**config.mk**
```make
export PLATFORM = sky130hd
export DESIGN_NAME = sap_control_sequencer
export DESIGN_NICKNAME = d
export VERILOG_FILES = /design/src/rtl/sap_control_sequencer.sv
export SDC_FILE = /design/constraint.sdc
export NUM_CORES = 1
export LEC_CHECK = 0
export BUFFER_PORTS_ARGS = -buffer_cell sky130_fd_sc_hd__buf_2
export CAP_MARGIN = 20
export CORE_UTILIZATION = 46
export CTS_BUF_LIST = sky130_fd_sc_hd__clkbuf_16
export CTS_CLUSTER_DIAMETER = 200
export DETAILED_ROUTE_END_ITERATION = 7
export PLACE_DENSITY = 0.88
export SLEW_MARGIN = 10
export SYNTH_ARGS = -nofsm -noshare
export SYNTH_HDL_FRONTEND = slang
export SYNTH_SLANG_ARGS = --single-unit
export TNS_END_PERCENT = 20
```
**constraint.sdc**
```tcl
create_clock -name clk -period 2.3 [get_ports clk]
set_input_delay 0.69 -clock clk [delete_from_list [all_inputs] [get_ports clk]]
set_output_delay 0.69 -clock clk [all_outputs]
set_load 0.1 [all_outputs]
```
**src/rtl/sap_control_sequencer.sv**
```systemverilog
// rtl/sap_control_sequencer.sv - fetch/execute T-state sequencer for the 8-bit accumulator CPU
//
// Steps T1..T5 (or HALT), holds the instruction register, and decodes state
// and IR into the bus drive/load strobes for PC, MAR, ROM, IR, A, B, ALU, OUT
// and the return-address register.
//
// Ports:
//   clk, rst (sync, active-high), run (step enable)
//   bus_in      : shared bus, captured into IR at the end of T2
//   ir_operand  : IR[3:0], ir_opcode : IR[7:4]
//   t_state     : 0..4 = T1..T5, 7 = HALT
//   PC_OUT/PC_INC/PC_LOAD, MAR_LOAD, ROM_LOW_OE (active-low), IR_LOAD/IR_OUT,
//   A_LOAD/A_OUT, B_LOAD, ALU_OUT/ALU_SUB, OUT_LOAD, RA_LOAD/RA_OUT : strobes
//   HALTED      : high while in HALT
module sap_control_sequencer (
  input  logic       clk,
  input  logic       rst,
  input  logic       run,
  input  logic [7:0] bus_in,
  output logic [3:0] ir_operand,
  output logic [3:0] ir_opcode,
  output logic [2:0] t_state,
  output logic       PC_OUT,
  output logic       PC_INC,
  output logic       PC_LOAD,
  output logic       MAR_LOAD,
  output logic       ROM_LOW_OE,
  output logic       IR_LOAD,
  output logic       IR_OUT,
  output logic       A_LOAD,
  output logic       A_OUT,
  output logic       B_LOAD,
  output logic       ALU_OUT,
  output logic       ALU_SUB,
  output logic       OUT_LOAD,
  output logic       RA_LOAD,
  output logic       RA_OUT,
  output logic       HALTED
);

  typedef enum logic [2:0] {
    T1   = 3'd0,
    T2   = 3'd1,
    T3   = 3'd2,
    T4   = 3'd3,
    T5   = 3'd4,
    HALT = 3'd7
  } state_t;

  localparam logic [3:0] OP_LDA  = 4'h0;
  localparam logic [3:0] OP_ADD  = 4'h1;
  localparam logic [3:0] OP_SUB  = 4'h2;
  localparam logic [3:0] OP_BUN  = 4'h5;
  localparam logic [3:0] OP_CALL = 4'h6;
  localparam logic [3:0] OP_RET  = 4'h7;
  localparam logic [3:0] OP_OUT  = 4'h8;
  localparam logic [3:0] OP_HLT  = 4'hF;

  state_t     state;
  logic [7:0] ir;
  logic [3:0] op;

  assign op         = ir[7:4];
  assign ir_operand = ir[3:0];
  assign ir_opcode  = ir[7:4];
  assign t_state    = state;
  // Reset overrides every output, HALTED included, so the flag drops as soon as rst rises.
  assign HALTED     = (state == HALT) && !rst;

  always_ff @(posedge clk) begin
    if (rst) begin
      state <= T1;
      ir    <= 8'h00;
    end else if (run) begin
      case (state)
        T1: state <= T2;
        T2: begin
          ir    <= bus_in;
          state <= T3;
        end
        T3: begin
          case (op)
            OP_LDA, OP_ADD, OP_SUB, OP_CALL: state <= T4;
            OP_HLT:                          state <= HALT;
            default:                         state <= T1;
          endcase
        end
        T4:      state <= (op == OP_ADD || op == OP_SUB) ? T5 : T1;
        T5:      state <= T1;
        HALT:    state <= HALT;
        default: state <= T1;
      endcase
    end
  end

  // Strobes are a pure decode; rst or a stall masks them all so no datapath
  // register loads and the ROM stays off the bus.
  always_comb begin
    PC_OUT     = 1'b0;
    PC_INC     = 1'b0;
    PC_LOAD    = 1'b0;
    MAR_LOAD   = 1'b0;
    ROM_LOW_OE = 1'b1;
    IR_LOAD    = 1'b0;
    IR_OUT     = 1'b0;
    A_LOAD     = 1'b0;
    A_OUT      = 1'b0;
    B_LOAD     = 1'b0;
    ALU_OUT    = 1'b0;
    ALU_SUB    = 1'b0;
    OUT_LOAD   = 1'b0;
    RA_LOAD    = 1'b0;
    RA_OUT     = 1'b0;
    if (!rst && run) begin
      case (state)
        T1: begin
          PC_OUT   = 1'b1;
          MAR_LOAD = 1'b1;
        end
        T2: begin
          ROM_LOW_OE = 1'b0;
          IR_LOAD    = 1'b1;
          PC_INC     = 1'b1;
        end
        T3: begin
          case (op)
            OP_LDA, OP_ADD, OP_SUB: begin
              IR_OUT   = 1'b1;
              MAR_LOAD = 1'b1;
            end
            OP_BUN: begin
              IR_OUT  = 1'b1;
              PC_LOAD = 1'b1;
            end
            OP_CALL: begin
              PC_OUT  = 1'b1;
              RA_LOAD = 1'b1;
            end
            OP_RET: begin
              RA_OUT  = 1'b1;
              PC_LOAD = 1'b1;
            end
            OP_OUT: begin
              A_OUT    = 1'b1;
              OUT_LOAD = 1'b1;
            end
            default: ;
          endcase
        end
        T4: begin
          case (op)
            OP_LDA: begin
              ROM_LOW_OE = 1'b0;
              A_LOAD     = 1'b1;
            end
            OP_ADD, OP_SUB: begin
              ROM_LOW_OE = 1'b0;
              B_LOAD     = 1'b1;
            end
            OP_CALL: begin
              IR_OUT  = 1'b1;
              PC_LOAD = 1'b1;
            end
            default: ;
          endcase
        end
        T5: begin
          ALU_OUT = 1'b1;
          A_LOAD  = 1'b1;
          ALU_SUB = (op == OP_SUB);
        end
        default: ;
      endcase
    end
  end

endmodule

```
==> impl_results.md <==
* Met3 WL post-DR at 155 um
* Routed WL per cell at 19.0 um
* Synth Area in Compound Gates at 24.5%
* R2R Setup Slk at 0.82 ns
* Max Freq at 0.400 GHz
* Asr flop ratio synth at 0%
* Mapped Area at 858 um^2
* Worst Reg-to-Reg Cells at 3
* XOR/XNOR share of the synthesized area at 0%
* Final Wtd Congestion at 0.780
* CP Capture Type: output port
* Iteration-0 DRC Markers at 31
* CP Launch Point: rst
* Initial Util at 49.2%
* Setup violators final at 13
* Port-buffer cells at 37
* # IOs at 38
* Total track usage at 34.8%
* Final Cycle Share at 109%
* Hold Crit Class: flip-flop to flip-flop
* Reg-to-Reg End: ir[1]
* Core box area at 1750 um^2
* Max_slew headroom at 66.7%
* Critical Path End: RA_OUT
* Die ar. at 2040 um^2
* Post-DR vias/cell at 6.01
* # DRC at 0
* Setup WS post-layout at -0.199 ns
* Skew-Pair Late Insertion Delay at 0.24 ns
* WP data arrival at 1.81 ns
* Cell area after placement at 1390 um^2
* Top area cells in the synthesized netlist: dfxtp_1 (26%), nand2b_1 (12%), a2bb2oi_1 (8.2%), buf_2 (2.9%), nor4_2 (2.9%)
* Worst slew pin tran at 0.502 ns
* M1 WL at 1.32 mm
* Post-synthesis net count at 111
* Clock transition at the registers of the reported paths at 0.04 ns
* Pin count of the biggest net entering global routing at 21
* Largest family of logic cells by synthesized area: simple AND/OR/NAND/NOR gates
* Post-synthesis mux area share at 1.31%
* Die width at 45.2 um
* Syn avg cell area at 8.58 um^2
* CTS tree: yes
* Ys Warns at 0
* Setup Skew at 0.00180 ns
* Final setup TNS at -1.56 ns
* Post-Synthesis Cells at 100
* Max IR drop VDD at 0.628 mV
* Max-cap violations at 0
* Synth top cells by count: nand2b_1 (16), dfxtp_1 (11), a2bb2oi_1 (8)
* Reg2reg start: t_state[0]
* Vias in the first global route at 962
* Pwr dens at 638 nW/um^2
* #FFs+latches synth at 11
* First-pass DRT Iterations at 4
* Routed wl met2 at 1.58 mm
* Post-synth top area share at 25.7%
* Grt ovf at 0
* Htree depth at 1
* Synth cell types at 41
* Post-cts hold buffer count at 0
* Minimum clock period after layout at 2.50 ns
* Dominant synthesized flop cell: dfxtp_1
* Crit Path Max Fanout at 4
* # rows at 15
* First-pass GRT wire length at 4.91 mm
* Layout Nets at 153
* RSZ-0062 raised after global routing: yes
* Leak at 0.666 nW
* Hold slack final at 0.478 ns
* Final hold violations at 0
* WP data required at 1.61 ns
* Buffer levels on the longest clock path at 2
* Final Slew Violations at 0
* Antenna-violating nets left at 0
* Register area share after synthesis at 25.7%
* DP HPWL at 1.86 mm
* Initial antenna violation count at 0
* Die Ht at 45.2 um
* Synth-to-Final Area Change at 82.4%
* Layout cells sized above 1 at 56.7%
* Clk sinks at 11
* Synth Area in Adders at 0%
* WL final at 3.16 mm
* Detailed-route via count at 998
* CP Class: primary input to output port
* Ant. Diodes at 0
* Violated checks: setup timing
* Most numerous cell in the Yosys netlist: nand2b_1
* Largest area contributor in the netlist: dfxtp_1
* Clock Root Buffer: clkbuf_16
* Top layer in use: met4
* Post-synth EDFFs at 0
* Power, Total at 0.000999 W
* CTS Buf Count at 3
* Place WS at -0.244 ns
* CP Launch Type: primary input
* Outcome: finished with violations
* Simple-gate share of the synthesized area at 38.2%
* Design Area, Final at 1570 um^2
==> state kept, by name, summed over array words and instances (netlist names) <==
signal and count:
ir 8, t_state 3
==> kinds of logic after synthesis <==
logic type | Yosys count
multiplexers | 1
buffers and inverters | 15
AND/OR/NAND/NOR | 48
flip-flops | 11
AO/OA/AOI/OAI | 25
==> critical path: stages <==
cell     delay, ns
buf_8         0.10
nor3b_4       0.24
buf_4         0.17
nand2_4       0.05
buf_4         0.14
nor3_4        0.20
buf_12        0.20
==> per-layer routing <==
layer	global-route usage (%)	vias to the layer above
met5	0	-
met4	16.4	0
met2	54.8	40
met1	44.2	499
li1	-	446
met3	8.80	13
==> worst min path at each step <==
stage	from	end	slack, ns	cells past startpoint
floorplan	t_state[2]	t_state[2]	0.77	3
global placement	ir[1]	ir[1]	0.45	2
detailed placement	ir[2]	ir[2]	0.47	2
CTS	ir[2]	ir[2]	0.48	2
global route	ir[0]	ir[0]	0.51	2
finish	ir[2]	ir[2]	0.48	2
==> metrics by stage <==
| step | util, % | cells |
|---|---|---|
| after detailed placement | 79.5 | 157 |
| after global routing | 89.7 | 166 |
| after floorplan | - | 100 |
| final | 89.7 | 166 |
| after CTS | 89.5 | 166 |
| after global placement | 79.5 | 157 |
==> where the power goes <==
part           leakage [nW]  internal, W  switching [W]
registers            0.0951     0.000212      0.0000616
logic                 0.529     0.000116       0.000284
clock network        0.0423     0.000229      0.0000958
==> area by class of cell <==
cell class / count / area, um^2
multi-input combinational: 74 / 672
clock inverter: 1 / 3.75
sequential: 11 / 246
timing repair buffer: 48 / 519
clock buffer: 3 / 75.1
fill: 73 / 180
tap: 25 / 31.3
inverter: 4 / 17.5
==> cell usage in the layout (no fill, tap or decap), types with 2 or more instances in the layout <==
master     netlist  final
a21bo_2          2      2
a2bb2oi_1        8      8
buf_12           0     15
buf_2            5     19
buf_4            3     10
buf_6            2      3
clkbuf_16        0      3
dfxtp_1         11      4
dfxtp_4          0      7
inv_1            4      3
nand2_1          6      6
nand2_4          0      2
nand2b_1        16     16
nand3_1          2      2
nor2b_1          3      3
nor3_4           0      4
nor3b_4          1      2
nor4_4           0      2
==> repair_timing <==
action                                  CTS  global route
buffers inserted                          5             0
cloned                                    0             0
pin swaps                                 4             3
endpoints found under the setup margin   15            15
resized for setup                        15             1
hold endpoints to repair                  0             0
Note: power is estimated with default switching activity, not from simulation.
